--- src/rtl/clk_div_multi.sv ---
// clk_div_multi: NCH-channel programmable 50%-duty clock divider with a write/ack config port.
// Build option CLKDIV_TICK_EN adds one-cycle tick strobes on every clkOut toggle.
module clk_div_multi #(
    parameter int NCH         = 4,
    parameter int W           = 26,
    parameter int DEFAULT_DIV = 25000000,
    parameter int CHW         = 4
) (
    input  logic             clkIn,
    input  logic             rstIn_n,
    input  logic [NCH-1:0]   en,
    input  logic             cfg_wr,
    input  logic [CHW-1:0]   cfg_ch,
    input  logic [W-1:0]     cfg_div,
    input  logic             cfg_restart,
    output logic             cfg_ack,
    output logic             cfg_err,
    output logic [NCH-1:0]   clkOut,
    output logic [NCH-1:0]   tick
);

    logic chValid;

    // Zero-extend by one bit so NCH == 2**CHW compares correctly.
    assign chValid = ({1'b0, cfg_ch} < (CHW+1)'(NCH));

    // NOTE: sequential state is assigned with <= so every register samples pre-edge values.
    always_ff @(posedge clkIn or negedge rstIn_n) begin
        if (!rstIn_n) begin
            cfg_ack <= 1'b0;
            cfg_err <= 1'b0;
        end else begin
            cfg_ack <= cfg_wr;
            cfg_err <= cfg_wr && !chValid;
        end
    end

    for (genvar i = 0; i < NCH; i++) begin : gCh
        logic [W-1:0] cnt, cntNext;
        logic [W-1:0] act, actNext;
        logic [W-1:0] pend, pendNext;
        logic         pendVld, pendVldNext;
        logic         outQ, outNext;
        logic         wrHit, restartHit, terminal;

        assign wrHit      = cfg_wr && chValid && (cfg_ch == CHW'(i));
        assign restartHit = wrHit && cfg_restart;
        assign terminal   = en[i] && (act != '0) && (cnt == act - W'(1));

        // NOTE: every output of this block gets a default first, so no path can infer a latch.
        always_comb begin
            cntNext     = cnt;
            actNext     = act;
            pendNext    = pend;
            pendVldNext = pendVld;
            outNext     = outQ;

            if (!en[i]) begin
                cntNext = '0;
                outNext = 1'b0;
            end else if (act == '0) begin
                cntNext = '0;
            end else if (terminal) begin
                cntNext = '0;
                outNext = ~outQ;
                if (pendVld) begin
                    actNext     = pend;
                    pendVldNext = 1'b0;
                end
            end else begin
                cntNext = cnt + W'(1);
            end

            // A write overrides the counting result; restart re-phases the channel.
            if (restartHit) begin
                actNext     = cfg_div;
                cntNext     = '0;
                outNext     = 1'b0;
                pendVldNext = 1'b0;
            end else if (wrHit) begin
                pendNext    = cfg_div;
                pendVldNext = 1'b1;
            end
        end

        // NOTE: divisor registers are per-channel flops, so they take their default on async reset.
        always_ff @(posedge clkIn or negedge rstIn_n) begin
            if (!rstIn_n) begin
                cnt     <= '0;
                act     <= W'(DEFAULT_DIV);
                pend    <= W'(DEFAULT_DIV);
                pendVld <= 1'b0;
                outQ    <= 1'b0;
            end else begin
                cnt     <= cntNext;
                act     <= actNext;
                pend    <= pendNext;
                pendVld <= pendVldNext;
                outQ    <= outNext;
            end
        end

        assign clkOut[i] = outQ;

`ifdef CLKDIV_TICK_EN
        logic tickQ;

        always_ff @(posedge clkIn or negedge rstIn_n) begin
            if (!rstIn_n) tickQ <= 1'b0;
            else          tickQ <= terminal && !restartHit;
        end

        assign tick[i] = tickQ;
`else
        assign tick[i] = 1'b0;
`endif
    end

endmodule

--- config.mk ---
export PLATFORM = sky130hd
export DESIGN_NAME = clk_div_multi
export DESIGN_NICKNAME = d
export VERILOG_FILES = /design/src/rtl/clk_div_multi.sv
export SDC_FILE = /design/constraint.sdc
export NUM_CORES = 1
export LEC_CHECK = 0
export CAP_MARGIN = 20
export CORE_ASPECT_RATIO = 2
export CORE_MARGIN = 2
export CORE_UTILIZATION = 30
export CTS_BUF_LIST = sky130_fd_sc_hd__clkbuf_8
export CTS_CLUSTER_SIZE = 12
export DETAILED_ROUTE_END_ITERATION = 10
export DONT_BUFFER_PORTS = 1
export GPL_TIMING_DRIVEN = 1
export HOLD_SLACK_MARGIN = 0.02
export PLACE_DENSITY = 0.45
export SLEW_MARGIN = 15
export SYNTH_ARGS = -nofsm -noshare
export SYNTH_HDL_FRONTEND = slang
export SYNTH_SLANG_ARGS = --single-unit
--- constraint.sdc ---
create_clock -name clkIn -period 5.75 [get_ports clkIn]
set_clock_uncertainty 0.1 [all_clocks]
set_input_delay 1.4375 -clock clkIn [delete_from_list [all_inputs] [get_ports clkIn]]
set_output_delay 1.4375 -clock clkIn [all_outputs]
set_load 0.02 [all_outputs]
# Yosys cells after proc, flatten, opt, wreduce, memory -nomap -nowiden
# Cells that the tools add are included.
# W data, S select, Z words.
[word_totals]
register_bits = 322
out_inout_bits = 10
wordCells = 198
[classes]
n_addsub = 8
magnitude_cmp = 1
eq_ne = 23
mux = 72
bitwise = 8
reduce_logical = 64
[ops]
columns = ["operator", "n"]
rows = [
  ["$mux W26", 36],
  ["$add A26 B1 Y26 const B", 4],
  ["$eq A26 B26 Y1", 4],
  ["$logic_not A26 Y1", 4],
  ["$reduce_bool A26 Y1", 4],
  ["$sub A26 B1 Y26 const B", 4],
  ["$mux W1", 36],
  ["$ne A3 B3 Y1 const B", 8],
  ["$reduce_bool A2 Y1", 12],
  ["$reduce_bool A3 Y1", 8],
  ["$logic_and A1 B1 Y1", 18],
  ["$reduce_and A2 Y1", 8],
  ["$reduce_and A4 Y1", 4],
  ["$ne A3 B1 Y1 const B", 4],
  ["$reduce_and A3 Y1", 4],
  ["$eq A4 B2 Y1 const B", 2],
  ["$ne A2 B2 Y1 const B", 4],
  ["$not A1 Y1", 8],
  ["$eq A4 B1 Y1 const B", 1],
  ["$logic_not A4 Y1", 1],
  ["$lt A4 B3 Y1 const B", 1],
  ["$logic_not A1 Y1", 1],
]

# Logic depth before layout (Yosys ltp)
# Gate-level depths: netlist of the first run.
[depth]
depth_word = 8
mapped_depth = 14

# Least setup slack after synthesis of the first run
# Ideal clock, no wire load.
[synth_path]
path_type = "flip-flop to flip-flop"
from = "register gCh[3].act[5]"
to = "register gCh[3].act[18]"
setup_time_ns = 0.077
arrival_ns = 3.891
required_ns = 5.573
path_slack_ns = 1.682
path_stages_with_launch = 13
n_path_buf = 4
synth_period_minus_slack_ns = 4.068
path_cell_list = "dfrtp_1 > buf_6 > or4_4 > or4_4 > buf_6 > o21a_1 > or4_1 > a311o_1 > a2111o_1 > buf_6 > buf_6 > or4_1 > a31oi_1"
[synth_between]
elab_chain_len = 5
word_cells_on_any_way = 9
[synth_rtl]
columns = ["element", "line", "rtl"]
rows = [
  ["from (decl)", "40", "logic [W-1:0] act, actNext;"],
  ["from (signal assigned)", "90", "act <= W'(DEFAULT_DIV);"],
  ["from (signal assigned)", "96", "act <= actNext;"],
  ["$sub A26 B1 Y26 or $reduce_bool A26 Y1 (tied branches)", "48", "assign terminal = en[i] && (act != '0) && (cnt == act - W'(1));"],
  ["$eq A26 B26 Y1 or $logic_and A1 B1 Y1 (tied branches)", "48", ""],
  ["$logic_and A1 B1 Y1", "48", ""],
  ["$reduce_bool A2 Y1 (no line)", "-", ""],
  ["$reduce_and A4 Y1 (no line) (*)", "-", ""],
]
# Every way passes the cells marked *; elsewhere a longest branch is shown, timed or not.
# A chain may end at the register's enable or synchronous reset.

# Worst setup path in the final report of the first run
[layout_path]
from = "register gCh[3].act[0]"
to = "register gCh[3].outQ"
[layout_between]
elab_chain_len = 5
word_cells_on_any_way = 9
[layout_rtl]
columns = ["element", "line", "rtl"]
rows = [
  ["$sub A26 B1 Y26 or $reduce_bool A26 Y1 (tied branches)", "48", ""],
  ["$eq A26 B26 Y1 or $logic_and A1 B1 Y1 (tied branches)", "48", ""],
  ["$logic_and A1 B1 Y1", "48", ""],
  ["$ne A3 B1 Y1 (no line)", "-", ""],
  ["$reduce_and A2 Y1 (no line) (*)", "-", ""],
  ["to (signal assigned)", "99", "outQ <= outNext;"],
  ["to (decl)", "43", "logic outQ, outNext;"],
]
# Marks and branches as above.

==> results of run 1 <==
cell families (layout without fill, tap and decap cells):
kind of cell | after synthesis | in the layout | synth area share [%]
mux | 164 | 164 | 9.53
fa+ha+maj | 12 | 12 | 0.807
xor+xnor | 225 | 225 | 10.6
flops | 322 | 322 | 43.9
buf+inv | 156 | 153 | 3.54
simple gates | 825 | 825 | 23.5
other cells | 1 | 5 | 0.0202
compound gates | 239 | 239 | 8.09
final cells by class:
cell class / count / area share [%]
timing repair buffer: 26 / 0.996
sequential: 322 / 40.2
multi-input combinational: 1469 / 48.2
tap: 786 / 4.83
clock buffer: 62 / 4.19
antenna: 1 / 0.0123
inverter: 31 / 0.572
clock inverter: 34 / 0.960
metrics by stage:
step / total power, W / setup slack (ns)
2_1_floorplan: 0.00395 / 1.68
3_3_place_gp: 0.00428 / 1.04
3_5_place_dp: 0.00432 / 1.01
4_1_cts: 0.00645 / 1.00
5_1_grt: 0.00671 / 0.922
6_report: 0.00634 / 1.24
critical path, cell delays in order (launching register included):
cell,delay (ns)
dfrtp_1,0.43
inv_1,0.10
ha_1,0.31
nor4b_1,0.29
buf_4,0.19
nand3_1,0.24
or4_1,0.57
a2111o_1,0.42
a311o_1,0.27
a2111o_2,0.70
buf_4,0.28
or4_1,0.39
a21oi_1,0.15
sequential cells by signal (all words and copies together), names as in the netlist:
signal,cells
gCh.cnt,104
gCh.pendVld,4
gCh.pend,104
cfg_ack,1
gCh.outQ,4
gCh.act,104
cfg_err,1
routing by layer:
layer,track usage [%],up-vias,part of all wire [%]
li1,-,6836,-
met1,17.5,7019,36
met3,2.90,140,3.9
met5,0,-,0
met2,33.5,288,55
met4,8.98,0,5.2
path summary, 6_finish.rpt:
| kind | slack, ns | to | from | cells after the start |
|---|---|---|---|---|
| setup / recovery | 1.24 | gCh[3].outQ | gCh[3].act[0] | 12 |
| hold / removal | 0.40 | gCh[2].pend[17] | gCh[2].pend[17] | 1 |
| setup reg to reg | 1.24 | gCh[3].outQ | gCh[3].act[0] | 12 |
| hold reg to reg | 0.40 | gCh[2].pend[17] | gCh[2].pend[17] | 1 |
| max in group asynchronous | 4.23 | gCh[2].pend[25] | rstIn_n | 0 |
| min in group asynchronous | 0.41 | gCh[0].cnt[6] | rstIn_n | 0 |
power breakdown:
group | switching, W | internal (W)
sequential | 0.000392 | 0.00269
clock | 0.000994 | 0.00107
combinational | 0.000621 | 0.000575
cell usage in the layout (no fill, tap or decap), types with 59 or more instances in the layout:
cell and instances:
dfstp_2 96, nand2_1 112, xnor2_1 115, xor2_1 110, nor2_1 237, dfrtp_1 226
a21oi_1 73, mux2i_1 59, mux2_2 105, clkbuf_8 62, nand3_1 117
==> impl_metrics.toml, run 1 <==
[cts]
cts_tree = "yes"
htree_levels = 2
numCtsBuffers = 52
cts.sinks = 322
cts_root_buf = "clkbuf_8"
clk_latency_ns = 0.63
cts_resized = 0
post_cts_buffers = 0
clk_pin_slew_worst_paths_ns = 0.07
hold_buffers = 0
clock_path_buffers = 3

[floorplanning]
dieArea_um2 = 64200
initial_core_util_pct = 30.2
io_pins = 48
fp.coreArea_um2 = 61700
row_count = 129
fp.dieW_um = 180
die_y_um = 356

[final_layout]
multiInputGateArea_um2 = 9810
nets = 1952
final_util_pct = 33.0
final-seq-area_um2 = 8180
drive_above_1_share_pct = 18.5
fin_area_um2 = 20300
final_cells = 2731
fill_cells = 6401
syn_to_final_growth_pct = 9.30

[synth]
synth_cells = 1944
synth_top_cell_by_area = "dfrtp_1"
synth_seq_area_share_pct = 43.9
async_reset_ff_share_pct = 100
synthTopCellsByArea = "dfrtp_1 (30%), dfstp_2 (14%), mux2_2 (6.4%)"
syn_area_um2 = 18600
synth_flop_cell = "dfrtp_1"
syn_area_per_cell_um2 = 9.57
synth_top_area_share_pct = 30.4
synth_common_cells = "nor2_1 (239), dfrtp_1 (226), nand3_1 (119)"
synth_seq_cells = 322
synth-edff-count = 0
yosys.cell_types.count = 70
synth_most_common_cell = "nor2_1"
yosysWarnings = 0

[global_routing]
antenna_found_initial = 1
grt_start_max_net_pins = 323
grt_overflow = 0
grt_pass1_wl_mm = 86.5
grtUsageTotal_pct = 17.3
grt_pass1_vias = 14700

[timing]
max_slew.worst_pin.slew_ns = 1.10
fin_tns_setup_ns = 0
hold_violations = 0
fmax_ghz = 0.222
slew_headroom_pct = 26.5
grt_setup_unrepaired = "no"
setup_violations = 0
slew_violations = 0
whs_ns = 0.396
fin_crit_ns = 4.51
fin_crit_sh_pct = 78.4

[placed_design]
placed_area_um2 = 19300
placed_cells = 2633
place.gp.congestion = 0.850
dp_hpwl_mm = 39.5
place.port_buffers = 0

[job]
drv_cap = 0

[setup_path]
crit_path_max_fanout = 45
critPathLaunchType = "register"
path_class = "register to register"
crit_arrival_ns = 4.97
cp.required_ns = 6.21
worstSetupEndpointType = "register"

[route]
first_pass_iters = 5
first_iter_violations = 755
vias = 14300
antenna_left = 0
remaining_drc_errors = 0
post_drt_wl_per_cell_um = 20.3
routed_wl_mm = 55.5
vias_per_cell = 5.23

[power]
p_leak_nw = 8.28
power_density_nw_per_um2 = 312
ir_worst_vdd_uv = 141

[outcome]
status = "finished, final reports clean"

[worst_hold_path]
hold_class = "register to register"
Note: power is estimated with default switching activity, not from simulation.
==> inputs of run 2 (changes only) <==
==> constraint.sdc (replaced) <==
create_clock -name clkIn -period 4.3 [get_ports clkIn]
set_clock_uncertainty 0.1 [all_clocks]
set_input_delay 1.075 -clock clkIn [delete_from_list [all_inputs] [get_ports clkIn]]
set_output_delay 1.075 -clock clkIn [all_outputs]
set_load 0.02 [all_outputs]
==> impl_metrics.toml, run 2 (synthesis gave the netlist of run 1 again) <==
[floorplanning]
fp.coreArea_um2 = 61700
initial_core_util_pct = 30.2
fp.dieW_um = 180
dieArea_um2 = 64200
die_y_um = 356
io_pins = 48
row_count = 129

[final_layout]
reg.largest.list = "gCh.act (104), gCh.cnt (104), gCh.pend (104)"
final-seq-area_um2 = 8180
final_common_cell = "nor2_1"
multiInputGateArea_um2 = 9810
drive_above_1_share_pct = 19.1
nets = 1975
fill_cells = 6331
fin_area_um2 = 20600
final_cell_mix = "nor2_1 (237), dfrtp_1 (226), nand3_1 (117), xnor2_1 (115), nand2_1 (112)"
syn_to_final_growth_pct = 10.4

[worst_hold_path]
hold_class = "input pin to asynchronous set/reset pin"

[timing]
slew_headroom_pct = 43.0
grt_setup_unrepaired = "no"
fin_crit_ns = 4.08
fin_tns_setup_ns = 0
hold_violations = 0
slew_violations = 0
setup_violations = 0
fin_crit_sh_pct = 95.0
fmax_ghz = 0.245
max_slew.worst_pin.slew_ns = 0.854

[cts]
clk_latency_ns = 0.64
htree_levels = 2
post_cts_buffers = 0
numCtsBuffers = 51
cts_tree = "yes"
cts_root_buf = "clkbuf_8"
clock_path_buffers = 3
clk_pin_slew_worst_paths_ns = 0.07
cts.sinks = 322

[power]
p_clk_share_pct = 31.8
swShare_pct = 31.9
p_int_w = 0.00579
p_seq_share_pct = 48.4
p_leak_nw = 8.41
power_density_nw_per_um2 = 414
switchingPower_w = 0.00272
ir_worst_vdd_uv = 174
p_comb_share_pct = 19.9

[global_routing]
grt_pass1_wl_mm = 87.3
antenna_found_initial = 1
grt_pass1_vias = 14800
grt_overflow = 0
grtUsageTotal_pct = 17.4
grt_start_max_net_pins = 209

[setup_path]
slowest_stage = "or4_4"
slowest_delay_ns = 0.61
crit_path_max_fanout = 29
path_class = "register to register"
critPathTopFamily = "simple AND/OR/NAND/NOR gates"
worstSetupEndpointType = "register"
rr_worst_depth = 9
path_depth = 9
crit_arrival_ns = 4.54
critPathBufInv = 1
crit_chain = "or4_4 > or4_4 > o21a_1 > or4_1 > a311o_1 > a2111o_1 > buf_4 > or4_1 > a31oi_1"
cp.required_ns = 4.76
critPathLaunchType = "register"

[placed_design]
place.gp.congestion = 0.870
placed_area_um2 = 19500
dp_hpwl_mm = 39.9
place.port_buffers = 0

[route]
post_drt_wl_per_cell_um = 20.4
first_iter_violations = 628
vias_per_cell = 5.22
first_pass_iters = 5
routed_wl_mm = 56.1
antenna_left = 0
vias = 14400
remaining_drc_errors = 0

[job]
drv_cap = 0

[outcome]
status = "finished, final reports clean"
## run 2: changes by cell type in the layout (fill, tap and decap cells not counted)
cell	previous run	this run
a2111o_1	1	2
a2111o_2	1	0
buf_12	0	3
buf_16	0	1
buf_4	25	46
buf_8	1	0
bufinv_16	2	1
clkbuf_8	62	63
clkinv_2	12	4
clkinvlp_4	0	1
inv_1	51	57
inv_6	0	1
## run 2: worst paths after layout
| kind | from | to | slack [ns] |
|---|---|---|---|
| worst min-delay path | rstIn_n | gCh[1].act[4] | 0.15 |
| worst max register to register | gCh[3].act[7] | gCh[3].act[6] | 0.22 |
| worst max-delay path | gCh[3].act[7] | gCh[3].act[6] | 0.22 |
| min in group clkIn | cfg_wr | cfg_ack | 0.36 |
| max in group asynchronous | rstIn_n | gCh[3].cnt[25] | 3.42 |
| worst min register to register | gCh[2].pend[0] | gCh[2].pend[0] | 0.40 |
## run 2: timing repair
action	4_1_cts	5_1_grt
hold buffers	2	0
hold endpoints to repair	91	0
resized for setup	0	0
## run 2: cell type report
cell class | count | area share, %
flip-flops and latches | 322 | 39.8
clock inverters | 33 | 0.797
diodes | 1 | 0.0122
multi-input cells | 1469 | 47.7
well taps | 786 | 4.78
repair buffers | 50 | 2.11
clock buffers | 63 | 4.22
inverters | 31 | 0.566
## run 2: power by group through the flow
| stage | registers (W) | logic (W) | clock network (W) |
|---|---|---|---|
| 2_1_floorplan | 0.00391 | 0.00137 | 0 |
| 4_1_cts | 0.00412 | 0.00170 | 0.00285 |
| 3_3_place_gp | 0.00414 | 0.00164 | 0 |
| 6_report | 0.00412 | 0.00169 | 0.00270 |
| 3_5_place_dp | 0.00417 | 0.00167 | 0 |
| 5_1_grt | 0.00419 | 0.00189 | 0.00294 |
## run 2: worst reg2reg max path: cells and delay by family (launching register included)
family	cells	cell delay, ns
compound gates	4	1.11
flops	1	0.45
simple gates	4	2.12
buf+inv	1	0.22
## run 2: per-stage QoR
step	hold WS, ns	util, %	setup WS (ns)	total power [W]	std cells
floorplan	0.373	-	0.232	0.00528	1947
global route	0.0778	33.3	0.0780	0.00903	2755
finish	0.146	33.3	0.216	0.00851	2755
detailed placement	0.388	31.6	0.234	0.00584	2656
global placement	0.382	31.6	0.258	0.00578	2656
CTS	0.0340	33.3	0.215	0.00867	2754
## run 2: routing by layer
| metal | vias up | track usage (%) | part of all wire [%] |
|---|---|---|---|
| met5 | - | 0 | 0 |
| met2 | 263 | 33.1 | 54 |
| met1 | 7096 | 17.9 | 37 |
| met3 | 146 | 2.64 | 3.5 |
| li1 | 6875 | - | - |
| met4 | 0 | 10.2 | 6.1 |
==> inputs of run 3 (changes only) <==
--- a/config.mk
+++ b/config.mk
@@ -15,7 +15,6 @@
 export DONT_BUFFER_PORTS = 1
 export GPL_TIMING_DRIVEN = 1
 export HOLD_SLACK_MARGIN = 0.02
-export PLACE_DENSITY = 0.45
 export SLEW_MARGIN = 15
 export SYNTH_ARGS = -nofsm -noshare
 export SYNTH_HDL_FRONTEND = slang
==> impl_metrics.toml, run 3 (synthesis gave the netlist of run 1 again) <==
[outcome]
status = "finished, final reports clean"

[route]
antenna_left = 0
routed_wl_mm = 52.6
first_iter_violations = 750
post_drt_wl_per_cell_um = 19.3
remaining_drc_errors = 0
vias = 14400
vias_per_cell = 5.26
first_pass_iters = 7

[worst_hold_path]
hold_class = "input pin to asynchronous set/reset pin"

[timing]
slew_violations = 0
fin_crit_ns = 4.06
grt_setup_unrepaired = "no"
hold_violations = 0
max_slew.worst_pin.slew_ns = 0.881
whs_ns = 0.104
fin_tns_setup_ns = 0
setup_violations = 0
fin_ws_ns = 0.237
fin_crit_sh_pct = 94.5
slew_headroom_pct = 41.3
fmax_ghz = 0.246

[global_routing]
grt_overflow = 0
antenna_found_initial = 1
grt_pass1_vias = 14700
grt_pass1_wl_mm = 83.0
grtUsageTotal_pct = 16.3
grt_start_max_net_pins = 283

[placed_design]
dp_hpwl_mm = 37.7
place.port_buffers = 0
placed_area_um2 = 19400
pre_cts_slack_ns = 0.251
place.gp.congestion = 0.914

[cts]
cts.sinks = 322
htree_levels = 2
clk_pin_slew_worst_paths_ns = 0.07
cts_root_buf = "clkbuf_8"
clock_path_buffers = 3
numCtsBuffers = 44
cts_tree = "yes"
post_cts_buffers = 0
clk_latency_ns = 0.62

[final_layout]
final_common_cell = "nor2_1"
final_cell_mix = "nor2_1 (237), dfrtp_1 (226), nand3_1 (118), xnor2_1 (115), nand2_1 (112)"
syn_to_final_growth_pct = 9.80
nets = 1961
drive_above_1_share_pct = 19.1
fin_area_um2 = 20400
reg.largest.list = "gCh.act (104), gCh.cnt (104), gCh.pend (104)"

[power]
ir_worst_vdd_uv = 270
p_leak_nw = 8.28
power_density_nw_per_um2 = 414

[floorplanning]
row_count = 129
fp.dieW_um = 180
fp.coreArea_um2 = 61700
initial_core_util_pct = 30.2
io_pins = 48
die_y_um = 356
dieArea_um2 = 64200

[setup_path]
crit_arrival_ns = 4.48
cp.required_ns = 4.72
crit_path_max_fanout = 56
critPathLaunchType = "register"
worstSetupEndpointType = "register"
path_class = "register to register"

[job]
drv_cap = 0
-- run 3: changes by cell type in the layout (fill, tap and decap cells not counted), sizes merged --
cell / before / now
inv: 58 / 37
clkinv: 4 / 14
bufinv: 1 / 4
buf: 50 / 43
clkbuf: 63 / 54
-- run 3: worst paths after layout --
path	startpoint	end	slack, ns	cells past startpoint
worst max-delay path	gCh[3].act[7]	gCh[3].act[6]	0.24	9
worst min-delay path	rstIn_n	gCh[0].act[9]	0.10	0
worst max register to register	gCh[3].act[7]	gCh[3].act[6]	0.24	9
worst min register to register	gCh[2].pend[7]	gCh[2].pend[7]	0.40	1
max in group asynchronous	rstIn_n	gCh[1].act[23]	3.31	0
min in group clkIn	cfg_wr	cfg_ack	0.40	0
-- run 3: stage by stage --
| stage | power [W] | utilization [%] | instances |
|---|---|---|---|
| after floorplan | 0.00528 | - | 1947 |
| after global placement | 0.00575 | 31.5 | 2650 |
| after detailed placement | 0.00583 | 31.5 | 2650 |
| after CTS | 0.00855 | 33.1 | 2730 |
| after global routing | 0.00891 | 33.1 | 2731 |
| final | 0.00846 | 33.1 | 2731 |
-- run 3: layout make-up --
cell class,count,area [µm²]
fill,6382,41200
tap,786,983
clock buffer,54,743
inverter,31,116
multi-input combinational,1469,9810
clock inverter,25,220
timing repair buffer,43,380
antenna,1,2.50
sequential,322,8180
-- run 3: timing repair --
action,CTS,global route
setup endpoints to repair,0,6
gates resized for setup,0,1
hold buffers,1,0
hold endpoints to repair,41,0
-- run 3: report_power, final --
part | total, W | internal (W) | leakage, nW | switching, W
Combinational | 0.00168 | 0.000807 | 3.78 | 0.000877
Sequential | 0.00412 | 0.00360 | 3.97 | 0.000526
Clock | 0.00265 | 0.00138 | 0.532 | 0.00127
Total | 0.00846 | 0.00579 | 8.28 | 0.00267
-- run 3: layer usage --
layer | vias up | global-route usage (%) | part of all wire [%]
li1 | 6855 | - | -
met1 | 7060 | 15.8 | 36
met2 | 279 | 30.9 | 53
met3 | 177 | 2.61 | 3.6
met4 | 0 | 11.6 | 7.6
met5 | - | 0 | 0
-- run 3: worst max-delay path, stage by stage (launching register included) --
cell	delay [ns]
dfrtp_1	0.43
or4_4	0.53
or4_4	0.60
o21a_1	0.21
or4_1	0.50
a311o_1	0.32
a2111o_1	0.39
buf_12	0.20
or4_1	0.48
a31oi_1	0.21
